$ cat config.mk
export PLATFORM = sky130hd
export DESIGN_NAME = rs232_tx_arbiter_flat
export DESIGN_NICKNAME = d
export VERILOG_FILES = /design/src/rtl/rs232_tx_arbiter_if.sv /design/src/rtl/rs232_tx_arbiter.sv /design/src/flat_wrapper.sv
export SDC_FILE = /design/constraint.sdc
export NUM_CORES = 1
export LEC_CHECK = 0
export ABC_AREA = 0
export BUFFER_PORTS_ARGS = -buffer_cell sky130_fd_sc_hd__buf_2
export CORE_MARGIN = 4
export CORE_UTILIZATION = 43
export CTS_CLUSTER_SIZE = 25
export DETAILED_ROUTE_END_ITERATION = 10
export PLACE_DENSITY = 0.79
export SETUP_SLACK_MARGIN = 0.15
export SLEW_MARGIN = 20
export SYNTH_ARGS = -nofsm -noshare
export SYNTH_HDL_FRONTEND = slang
export SYNTH_SLANG_ARGS = --single-unit
$ cat constraint.sdc
create_clock -name clock -period 2.1 [get_ports clock]
set_clock_uncertainty 0.05 [all_clocks]
set_input_delay 0.21 -clock clock [delete_from_list [all_inputs] [get_ports clock]]
set_output_delay 0.21 -clock clock [all_outputs]
set_load 0.03 [all_outputs]
$ cat src/rtl/rs232_tx_arbiter_if.sv
// Requester-side and transmitter-side signals of the shared rs232_send port.
// The arbiter uses the master modport; the byte sources and transmitter use the slave modport.
interface rs232_tx_arbiter_if #(
  parameter int N = 4
);
  logic [N*8-1:0] req_data;
  logic [N-1:0]   req_valid;
  logic [N-1:0]   req_last;
  logic [N-1:0]   req_ready;
  logic [7:0]     tx_data;
  logic           tx_valid;
  logic           tx_ready;
  logic [N-1:0]   grant;

  modport master (
    input  req_data, req_valid, req_last, tx_ready,
    output req_ready, tx_data, tx_valid, grant
  );

  modport slave (
    output req_data, req_valid, req_last, tx_ready,
    input  req_ready, tx_data, tx_valid, grant
  );
endinterface

$ cat src/rtl/rs232_tx_arbiter.sv
// Packet-granular round-robin arbiter sharing one rs232_send among N byte sources.
// Each grant can be prefixed with a channel-ID header byte.
module rs232_tx_arbiter #(
  parameter int         N           = 4,
  parameter bit         HEADER_EN   = 1'b1,
  parameter logic [7:0] HEADER_BASE = 8'hF0,
  parameter int         MAX_BURST   = 0
) (
  input  logic               clock,
  input  logic               reset,
  rs232_tx_arbiter_if.master bus
);
  localparam int          IW        = (N > 1) ? $clog2(N) : 1;
  localparam int unsigned NU        = N;
  localparam logic [15:0] BURST_LIM = 16'(MAX_BURST - 1);

  typedef enum logic [1:0] {IDLE, HEADER, BODY} state_t;

  state_t        state_q, state_d;
  logic [N-1:0]  grant_q, grant_d;
  logic [IW-1:0] last_id_q, last_id_d;
  logic [15:0]   burst_cnt_q, burst_cnt_d;

  logic [IW-1:0] gid;
  logic [IW-1:0] sel;
  logic [IW-1:0] idx;
  logic          found;
  logic [7:0]    tx_data;
  logic          tx_valid;
  logic [N-1:0]  req_ready;

  always_ff @(posedge clock) begin
    if (reset) begin
      state_q     <= IDLE;
      grant_q     <= '0;
      last_id_q   <= IW'(N - 1);
      burst_cnt_q <= '0;
    end else begin
      state_q     <= state_d;
      grant_q     <= grant_d;
      last_id_q   <= last_id_d;
      burst_cnt_q <= burst_cnt_d;
    end
  end

  always_comb begin
    gid = '0;
    for (int unsigned i = 0; i < NU; i++) begin
      if (grant_q[i]) gid = IW'(i);
    end
  end

  // Scan wraps at N, not 2^IW, so non-power-of-two N never selects a missing id.
  always_comb begin
    found = 1'b0;
    sel   = '0;
    idx   = '0;
    for (int unsigned k = 1; k <= NU; k++) begin
      idx = IW'((32'(last_id_q) + k) % NU);
      if (!found && bus.req_valid[idx]) begin
        found = 1'b1;
        sel   = idx;
      end
    end
  end

  always_comb begin
    state_d     = state_q;
    grant_d     = grant_q;
    last_id_d   = last_id_q;
    burst_cnt_d = burst_cnt_q;
    tx_data     = '0;
    tx_valid    = 1'b0;
    req_ready   = '0;
    case (state_q)
      IDLE: begin
        if (found) begin
          grant_d      = '0;
          grant_d[sel] = 1'b1;
          burst_cnt_d  = '0;
          state_d      = HEADER_EN ? HEADER : BODY;
        end
      end
      HEADER: begin
        tx_valid = 1'b1;
        tx_data  = HEADER_BASE | 8'(gid);
        if (bus.tx_ready) state_d = BODY;
      end
      BODY: begin
        tx_data        = bus.req_data[{gid, 3'b000} +: 8];
        tx_valid       = bus.req_valid[gid];
        req_ready[gid] = bus.tx_ready;
        if (bus.req_valid[gid] && bus.tx_ready) begin
          burst_cnt_d = burst_cnt_q + 16'd1;
          if (bus.req_last[gid] || (MAX_BURST != 0 && burst_cnt_q == BURST_LIM)) begin
            state_d   = IDLE;
            last_id_d = gid;
            grant_d   = '0;
          end
        end
      end
      default: state_d = IDLE;
    endcase
  end

  assign bus.tx_data   = tx_data;
  assign bus.tx_valid  = tx_valid;
  assign bus.req_ready = req_ready;
  assign bus.grant     = grant_q;
endmodule

$ cat src/flat_wrapper.sv
// flat-port wrapper written by rule: the top's interface ports become plain ports
module rs232_tx_arbiter_flat 
#(
  parameter int         N           = 4,
  parameter bit         HEADER_EN   = 1'b1,
  parameter logic [7:0] HEADER_BASE = 8'hF0,
  parameter int         MAX_BURST   = 0
)
  (clock, reset, bus_req_data, bus_req_valid, bus_req_last, bus_tx_ready, bus_req_ready, bus_tx_data, bus_tx_valid, bus_grant);
  rs232_tx_arbiter_if #(.N(N)) bus_i ();
  input  logic clock;
  input  logic reset;
  input wire logic [$bits(bus_i.req_data)-1:0] bus_req_data;
  input wire logic [$bits(bus_i.req_valid)-1:0] bus_req_valid;
  input wire logic [$bits(bus_i.req_last)-1:0] bus_req_last;
  input wire logic [$bits(bus_i.tx_ready)-1:0] bus_tx_ready;
  output wire logic [$bits(bus_i.req_ready)-1:0] bus_req_ready;
  output wire logic [$bits(bus_i.tx_data)-1:0] bus_tx_data;
  output wire logic [$bits(bus_i.tx_valid)-1:0] bus_tx_valid;
  output wire logic [$bits(bus_i.grant)-1:0] bus_grant;
  assign bus_i.req_data = bus_req_data;
  assign bus_i.req_valid = bus_req_valid;
  assign bus_i.req_last = bus_req_last;
  assign bus_i.tx_ready = bus_tx_ready;
  assign bus_req_ready = bus_i.req_ready;
  assign bus_tx_data = bus_i.tx_data;
  assign bus_tx_valid = bus_i.tx_valid;
  assign bus_grant = bus_i.grant;
  rs232_tx_arbiter #(.N(N), .HEADER_EN(HEADER_EN), .HEADER_BASE(HEADER_BASE), .MAX_BURST(MAX_BURST)) u_core (.clock(clock), .reset(reset), .bus(bus_i));
endmodule
==> impl_metrics.env, run 1 <==
export IMPL_synth_area_um2=1010
export IMPL_p_per_area_nw_per_um2=836
export IMPL_clk_pin_slew_ns=0.06
export IMPL_avgSynthCellArea_um2=7.43
export IMPL_whs_ns=0.330
export IMPL_start_util_pct=45.3
export IMPL_netlist_instances=136
export IMPL_hp_class="in -> reg"
export IMPL_dpl_hpwl_um=2600
export IMPL_drive_gt1_share_pct=41.5
export IMPL_yosysWarnings=0
export IMPL_irDropWorstVdd_mv=0.458
export IMPL_crit_buf_inv=1
export IMPL_grt_max_degree=16
export IMPL_ys_seq_elements=8
export IMPL_rrSetupSlack_ns=0.30
export IMPL_critPathMaxFanout=12
export IMPL_die_area_um2=3190
export IMPL_intPower_uw=579
export IMPL_place_congestion=0.827
export IMPL_arrival_ns=1.59
export IMPL_place_ws_ns=0.133
export IMPL_grt_usage_pct=19.5
export IMPL_hold_viol=0
export IMPL_place_inst=220
export IMPL_drt_iter0_markers=37
export IMPL_final_cells=223
export IMPL_fmax_ghz=0.540
export IMPL_synth_fp_nets=184
export IMPL_routed_wirelength_um=3130
export IMPL_num_rows=17
export IMPL_numCtsBuffers=3
export IMPL_via_per_inst=5.73
export IMPL_whs_endpoint="u_core.bus.grant[2]"
export IMPL_synth_flop_cell="dfxtp_1"
export IMPL_ant_nets=0
export IMPL_status="complete, no violations"
export IMPL_total_power_uw=1160
export IMPL_cap_violations=0
export IMPL_drtPass1Iterations=4
export IMPL_cts_tree="done"
export IMPL_worst_pin_slew_ns=0.437
export IMPL_root_buffer="clkbuf_4"
export IMPL_critPathSlowestCell="dfxtp_2"
export IMPL_num_vias=1277
export IMPL_synthTopCellsByCount="o21ai_0 (20), mux2i_1 (19), nand2_1 (17)"
export IMPL_min_path_cells=4
export IMPL_synth_seq_area_share_pct=15.8
export IMPL_postSynth_asyncResetShare_pct=0
export IMPL_reg2reg_from="u_core.state_q[0]"
export IMPL_leakagePower_uw=0.000598
export IMPL_rr_worst_depth=6
export IMPL_cp_slowest_stage_delay_ns=0.38
export IMPL_timing_final_crit_share_pct=88.3
export IMPL_clkPwrFrac_pct=10.1
export IMPL_cp_start_kind="flop"
export IMPL_synth_distinct_cells=39
export IMPL_area_growth_syn_to_layout_pct=37.7
export IMPL_synth_top_area_share_pct=18.8
export IMPL_slew_viol_final=0
export IMPL_required_ns=1.84
export IMPL_critPathTopFamily="simple AND/OR/NAND/NOR gates"
export IMPL_fin_nets=245
export IMPL_antenna_found_initial=0
export IMPL_switching_share_pct=50.3
export IMPL_cts_sinks=8
export IMPL_slew_headroom_pct=70.6
export IMPL_h_tree_depth=1
export IMPL_cts_buffer_depth=2
export IMPL_path_class="reg -> out"
export IMPL_end_kind="output port"
export IMPL_seqPwrFrac_pct=19.9
export IMPL_die_w_um=56.5
export IMPL_rsz0062_at_grt="true"
export IMPL_yosysMostFrequentCell="o21ai_0"
export IMPL_pwr_share_comb_pct=70.1
export IMPL_synth_edf_count=0
export IMPL_grt_pass1_vias=1264
export IMPL_wl_per_cell_um=14.0
export IMPL_final_setup_tns_ns=0
export IMPL_ys_top_cells_by_area="mux2i_1 (19%), dfxtp_1 (16%), o21ai_0 (9.9%), nand2_1 (6.3%), ha_1 (6.2%)"
export IMPL_post_cts_setup_buffers=0
export IMPL_r2r_end="u_core.bus.grant[2]"
export IMPL_drc=0
export IMPL_grt_ovfl_total=0
export IMPL_path_depth=5
export IMPL_grt_pass1_wl_um=5070
export IMPL_hold_start="reset"
export IMPL_final_min_clock_period_ns=1.85
export IMPL_postCtsHoldBufs=0
export IMPL_switching_power_uw=585
export IMPL_setup_slack_ns=0.247
export IMPL_setup_viol=0
export IMPL_synth_top_cell_by_area="mux2i_1"
export IMPL_portBuffers=59
export IMPL_antenna_diode_count=0
export IMPL_core_area_um2=2230
export IMPL_cp_cell_sequence="or2_2, o221ai_2, a21oi_1, nor2b_1, clkbuf_4"
export IMPL_die_h_um=56.5
export IMPL_io_pins=60
export IMPL_clock_latency_ns=0.25
## power by group through the flow
stage	logic [uW]	clock network (uW)	registers [uW]
2_1_floorplan	555	0	244
3_5_place_dp	783	0	229
6_report	815	117	231
3_3_place_gp	761	0	226
4_1_cts	793	121	228
5_1_grt	882	133	238
## worst max-delay path by stage
stage	from	to	slack [ns]
after global routing	u_core.state_q[0]	bus_tx_data[1]	0.14
after detailed placement	u_core.state_q[0]	u_core.bus.grant[2]	0.13
final	u_core.bus.grant[3]	bus_tx_valid	0.25
after CTS	u_core.bus.grant[3]	bus_tx_valid	0.18
after floorplan	u_core.bus.grant[2]	bus_tx_data[1]	0.11
after global placement	u_core.state_q[0]	u_core.bus.grant[3]	0.29
## through the flow
| step | utilization, % | instance area, um^2 |
|---|---|---|
| final | 62.4 | 1390 |
| after detailed placement | 60.0 | 1340 |
| after global routing | 62.4 | 1390 |
| after global placement | 60.0 | 1340 |
| after CTS | 61.6 | 1380 |
| after floorplan | - | 1020 |
## worst reg2reg max path, cell delays in order (launching register included)
cell and delay [ns]:
dfxtp_2 0.35, inv_1 0.08, ha_2 0.22, and2b_2 0.26, nor3b_2 0.21, or3b_1 0.39
o211ai_1 0.17
## layout make-up
type | count | area, um^2
clock buffers | 3 | 22.5
inverters | 7 | 26.3
well taps | 28 | 35.0
multi-input cells | 114 | 812
flip-flops and latches | 8 | 165
repair buffers | 63 | 332
fillers | 212 | 841
## state kept, by name (all words and copies together) (netlist names)
| name | count |
|---|---|
| u_core.bus.grant | 4 |
| u_core.state_q | 2 |
| u_core.last_id_q | 2 |
## placed cells by master (no fill, tap or decap), drive strengths merged
master,instances
a221oi,1
nand2b,3
inv,6
a21oi,3
o311ai,1
and2b,1
nor2b,3
nand3b,1
or3,1
clkinv,1
nor2,3
and3,1
o211ai,4
a22oi,1
nor4,1
nand2,17
or3b,1
o211a,1
nor3b,4
nand3,5
o221a,1
or2,1
a2111o,1
a21o,1
a21boi,1
o221ai,1
a211o,1
mux2i,19
clkbuf,4
a211oi,2
nor3,6
dfxtp,8
a31oi,1
o21ai,20
buf,62
o22ai,2
ha,5
## cells by family (layout without fill, tap and decap cells)
kind of cell	count (synthesis)	after routing	synth area share, %
fa+ha+maj	5	5	6.19
simple gates	48	48	26.0
buf+inv	14	73	6.56
compound gates	42	42	26.6
mux	19	19	18.8
flops	8	8	15.8
## metal layers
layer	GRT usage [%]	routed length [um]	vias to the layer above
met1	19.7	1170	578
li1	-	-	626
met4	8.47	45	0
met2	37.6	1610	67
met3	4.14	303	6
met5	0	0	-
## repair_timing
item	4_1_cts	5_1_grt
endpoints found under the hold margin	0	0
gates resized for setup	3	8
endpoints found under the setup margin	3	9
Note: power is estimated with default switching activity, not from simulation.
==> inputs of run 2 (changes only) <==
--- a/config.mk
+++ b/config.mk
@@ -12,6 +12,7 @@
 export CTS_CLUSTER_SIZE = 25
 export DETAILED_ROUTE_END_ITERATION = 10
 export PLACE_DENSITY = 0.79
+export RECOVER_POWER = 25
 export SETUP_SLACK_MARGIN = 0.15
 export SLEW_MARGIN = 20
 export SYNTH_ARGS = -nofsm -noshare
==> run 2 against run 1 <==
  * Wire length is 0.22% higher
  * Final area is 0.36% lower
  * Clock power hardly changed
  * Core utilization is 0.22 points lower
  * Fmax is 0.15% higher
  * Critical path type unchanged
  * Combinational power is 0.5% lower
  * Via count is 0.23% higher
  * Die area stayed put
  * Largest cell class unchanged
==> impl_metrics.env, run 2 (same netlist as run 1, synthesis figures left out) <==
export IMPL_worst_pin_slew_ns=0.437
export IMPL_reg2reg_from="u_core.state_q[0]"
export IMPL_slew_viol_final=0
export IMPL_critPathMaxFanout=12
export IMPL_hp_class="in -> reg"
export IMPL_portBuffers=59
export IMPL_num_vias=1280
export IMPL_cts_buffer_depth=2
export IMPL_setup_viol=0
export IMPL_fin_nets=245
export IMPL_cts_tree="done"
export IMPL_clock_latency_ns=0.25
export IMPL_rrSetupSlack_ns=0.30
export IMPL_hold_start="reset"
export IMPL_p_per_area_nw_per_um2=836
export IMPL_arrival_ns=1.59
export IMPL_grt_max_degree=16
export IMPL_area_growth_syn_to_layout_pct=37.3
export IMPL_die_h_um=56.5
export IMPL_core_area_um2=2230
export IMPL_grt_ovfl_total=0
export IMPL_cp_slowest_stage_delay_ns=0.38
export IMPL_dpl_hpwl_um=2600
export IMPL_post_cts_setup_buffers=0
export IMPL_cts_sinks=8
export IMPL_drc=0
export IMPL_whs_endpoint="u_core.bus.grant[2]"
export IMPL_final_cell_mix="buf_2 (54), mux2i_1 (19), o21ai_0 (16)"
export IMPL_root_buffer="clkbuf_4"
export IMPL_routed_wirelength_um=3140
export IMPL_hold_viol=0
export IMPL_die_area_um2=3190
export IMPL_rsz0062_at_grt="true"
export IMPL_grt_usage_pct=19.5
export IMPL_place_congestion=0.827
export IMPL_h_tree_depth=1
export IMPL_antenna_diode_count=0
export IMPL_critPathSlowestCell="dfxtp_2"
export IMPL_cp_cell_sequence="or2_2, o221ai_2, a21oi_1, nor2b_1, clkbuf_4"
export IMPL_io_pins=60
export IMPL_drtPass1Iterations=4
export IMPL_grt_pass1_wl_um=5070
export IMPL_status="complete, no violations"
export IMPL_rr_worst_depth=6
export IMPL_slew_headroom_pct=70.6
export IMPL_drive_gt1_share_pct=39.5
export IMPL_final_setup_tns_ns=0
export IMPL_start_util_pct=45.3
export IMPL_timing_final_crit_share_pct=88.1
export IMPL_largest_register_ffs=4
export IMPL_irDropWorstVdd_mv=0.457
export IMPL_r2r_end="u_core.bus.grant[2]"
export IMPL_leakagePower_uw=0.000581
export IMPL_cp_start_kind="flop"
export IMPL_required_ns=1.84
export IMPL_fillers=215
export IMPL_ant_nets=0
export IMPL_final_min_clock_period_ns=1.85
export IMPL_min_path_cells=4
export IMPL_final_common_cell="buf_2"
export IMPL_wl_per_cell_um=14.1
export IMPL_antenna_found_initial=0
export IMPL_grt_pass1_vias=1264
export IMPL_drt_iter0_markers=37
export IMPL_end_kind="output port"
export IMPL_die_w_um=56.5
export IMPL_fmax_ghz=0.540
export IMPL_via_per_inst=5.74
export IMPL_num_rows=17
export IMPL_clk_pin_slew_ns=0.06
export IMPL_cap_violations=0
export IMPL_path_class="reg -> out"
export IMPL_numCtsBuffers=3
export IMPL_total_power_uw=1160
## run 2: timing repair
item,in CTS,in global routing
endpoints found under the setup margin,3,9
hold buffers,0,0
gates resized for setup,3,8
pin swaps,0,0
## run 2: report_power, final
| group | internal [uW] | total (uW) | switching [uW] | leakage [uW] |
|---|---|---|---|---|
| clock | 65.4 | 117 | 51.6 | 0.0000138 |
| sequential | 191 | 232 | 40.8 | 0.0000670 |
| combinational | 318 | 811 | 493 | 0.000501 |
## run 2: worst max path at each step
stage,start,to,depth (start not counted)
2_1_floorplan,u_core.bus.grant[2],bus_tx_data[1],4
3_3_place_gp,u_core.state_q[0],u_core.bus.grant[3],6
3_5_place_dp,u_core.state_q[0],u_core.bus.grant[2],6
4_1_cts,u_core.bus.grant[3],bus_tx_valid,5
5_1_grt,u_core.state_q[0],bus_tx_data[1],7
6_report,u_core.bus.grant[3],bus_tx_valid,5
## run 2: per-stage QoR
stage / instance area, um^2 / instances / util, % / worst slack (ns) / hold WS [ns]
6_report: 1390 / 223 / 62.1 / 0.250 / 0.330
5_1_grt: 1390 / 223 / 62.1 / 0.136 / 0.362
4_1_cts: 1380 / 223 / 61.6 / 0.177 / 0.323
3_5_place_dp: 1340 / 220 / 60.0 / 0.133 / 0.450
3_3_place_gp: 1340 / 220 / 60.0 / 0.293 / 0.424
2_1_floorplan: 1020 / 136 / - / 0.112 / 0.370
## run 2: layer usage
metal | wire (um) | global-route usage, %
met1 | 1170 | 19.7
met2 | 1610 | 37.6
met3 | 307 | 4.14
met4 | 45 | 8.47
met5 | 0 | 0
## run 2: area by class of cell
class                   count  area, um^2  share of cell area, %
well taps                  28        35.0                   2.52
repair buffers             63         327                   23.5
flip-flops and latches      8         165                   11.9
clock buffers               3        22.5                   1.62
multi-input cells         114         812                   58.5
inverters                   7        26.3                   1.89
## run 2: worst max-delay path, delay by kind of cell, from the launching register on
kind,cells,cell delay (ns)
DFF,1,0.38
and+or+nand+nor,2,0.46
buffers and inverters,1,0.20
AOI/OAI and AO/OA,2,0.30
==> inputs of run 3 (changes only) <==
--- a/config.mk
+++ b/config.mk
@@ -11,7 +11,7 @@
 export CORE_UTILIZATION = 43
 export CTS_CLUSTER_SIZE = 25
 export DETAILED_ROUTE_END_ITERATION = 10
-export PLACE_DENSITY = 0.79
+export PLACE_DENSITY = 0.82
 export RECOVER_POWER = 25
 export SETUP_SLACK_MARGIN = 0.15
 export SLEW_MARGIN = 20
==> run 3 against run 2 <==
  * Flip-flop and latch count did not move
  * Global-route usage is 0.42 points lower
  * Hold slack got worse by 0.012 ns
  * Total power rose by 0.94%
  * Critical path type unchanged
  * Largest cell class unchanged
  * Highest routed layer unchanged
==> impl_metrics.env, run 3 (same netlist as run 1, synthesis figures left out) <==
export IMPL_die_area_um2=3190
export IMPL_grt_pass1_wl_um=5040
export IMPL_drt_iter0_markers=19
export IMPL_die_w_um=56.5
export IMPL_fmax_ghz=0.533
export IMPL_status="complete, no violations"
export IMPL_cap_violations=0
export IMPL_portBuffers=59
export IMPL_required_ns=1.84
export IMPL_wl_per_cell_um=13.9
export IMPL_leakagePower_uw=0.000587
export IMPL_numCtsBuffers=3
export IMPL_drc=0
export IMPL_largest_register_ffs=4
export IMPL_cp_start_kind="flop"
export IMPL_min_path_cells=4
export IMPL_core_area_um2=2230
export IMPL_drive_gt1_share_pct=39.0
export IMPL_grt_max_degree=15
export IMPL_fin_nets=245
export IMPL_final_cell_mix="buf_2 (53), mux2i_1 (19), o21ai_0 (16)"
export IMPL_post_cts_setup_buffers=0
export IMPL_slew_headroom_pct=71.0
export IMPL_cts_tree="done"
export IMPL_cts_sinks=8
export IMPL_root_buffer="clkbuf_4"
export IMPL_rr_worst_depth=6
export IMPL_area_growth_syn_to_layout_pct=37.6
export IMPL_final_min_clock_period_ns=1.87
export IMPL_h_tree_depth=1
export IMPL_place_congestion=0.922
export IMPL_hold_viol=0
export IMPL_reg2reg_from="u_core.state_q[0]"
export IMPL_via_per_inst=5.55
export IMPL_hold_start="reset"
export IMPL_num_vias=1238
export IMPL_drtPass1Iterations=4
export IMPL_dpl_hpwl_um=2600
export IMPL_clock_latency_ns=0.27
export IMPL_die_h_um=56.5
export IMPL_cp_startpoint="u_core.bus.grant[2]"
export IMPL_whs_ns=0.318
export IMPL_wl_met2_um=1540
export IMPL_timing_final_crit_share_pct=89.3
export IMPL_cts_buffer_depth=2
export IMPL_path_class="reg -> out"
export IMPL_grt_usage_pct=19.1
export IMPL_placed_cell_area_um2=1340
export IMPL_drt_met1_wl_um=1220
export IMPL_arrival_ns=1.61
export IMPL_p_per_area_nw_per_um2=841
export IMPL_antenna_found_initial=0
export IMPL_setup_viol=0
export IMPL_final_setup_tns_ns=0
export IMPL_final_common_cell="buf_2"
export IMPL_irDropWorstVdd_mv=0.540
export IMPL_end_kind="output port"
export IMPL_antenna_diode_count=0
export IMPL_fin_area_um2=1390
export IMPL_dr_max_layer_used="met4"
export IMPL_slew_viol_final=0
export IMPL_final_core_util_pct=62.3
export IMPL_worst_pin_slew_ns=0.432
export IMPL_dr_wl_met3_um=293
export IMPL_critPathMaxFanout=11
export IMPL_grt_ovfl_total=0
export IMPL_grt_pass1_vias=1204
export IMPL_start_util_pct=45.3
export IMPL_routed_wirelength_um=3100
export IMPL_hp_class="in -> reg"
export IMPL_num_rows=17
export IMPL_clk_pin_slew_ns=0.05
export IMPL_rsz0062_at_grt="true"
export IMPL_ant_nets=0
export IMPL_io_pins=60
==> run 3: cell count changes in the layout (fill, tap and decap cells not counted) <==
cell and delta:
ha_1 +1, o221ai_1 +1, buf_2 -1, o221ai_2 -1, dfxtp_4 +1, ha_2 -1, buf_6 +1, clkbuf_1 -1
buf_4 +1, dfxtp_2 -1
==> run 3: report_power, final <==
group | internal (uW) | total, uW | switching (uW)
logic | 322 | 807 | 485
clock network | 65.8 | 125 | 59.2
registers | 192 | 239 | 46.3
total | 580 | 1170 | 591
==> run 3: routing by layer <==
metal	track usage [%]	vias to the layer above
met4	7.46	0
met1	21.6	546
met3	3.45	4
li1	-	625
met2	34.8	63
met5	0	-
==> run 3: per-stage QoR <==
step / power, uW / instances / setup WS (ns)
2_1_floorplan: 800 / 136 / 0.112
3_3_place_gp: 989 / 220 / 0.350
3_5_place_dp: 1010 / 220 / 0.265
4_1_cts: 1140 / 223 / 0.164
5_1_grt: 1260 / 223 / 0.135
6_report: 1170 / 223 / 0.225
==> run 3: cell type report <==
type	count	area, um^2
fill	212	842
inverter	7	26.3
tap	28	35.0
clock buffer	3	22.5
multi-input combinational	114	803
sequential	8	168
timing repair buffer	63	337
==> run 3: path summary, 6_finish.rpt <==
kind	slack [ns]	end
worst max-delay path	0.23	bus_tx_valid
worst min-delay path	0.32	u_core.bus.grant[2]
worst max register to register	0.32	u_core.bus.grant[3]
worst min register to register	0.43	u_core.state_q[0]
==> run 3: worst max-delay path: stages (launching register included) <==
cell	delay, ns
dfxtp_2	0.37
or2_2	0.34
o221ai_1	0.20
a21oi_1	0.10
nor2b_1	0.16
buf_4	0.18
==> run 3: what timing repair did <==
item                                    in CTS  in global routing
endpoints found under the setup margin       7                 10
hold buffers                                 0                  0
gates resized for setup                      2                 13
cloned                                       0                  0
pin swaps                                    0                  1
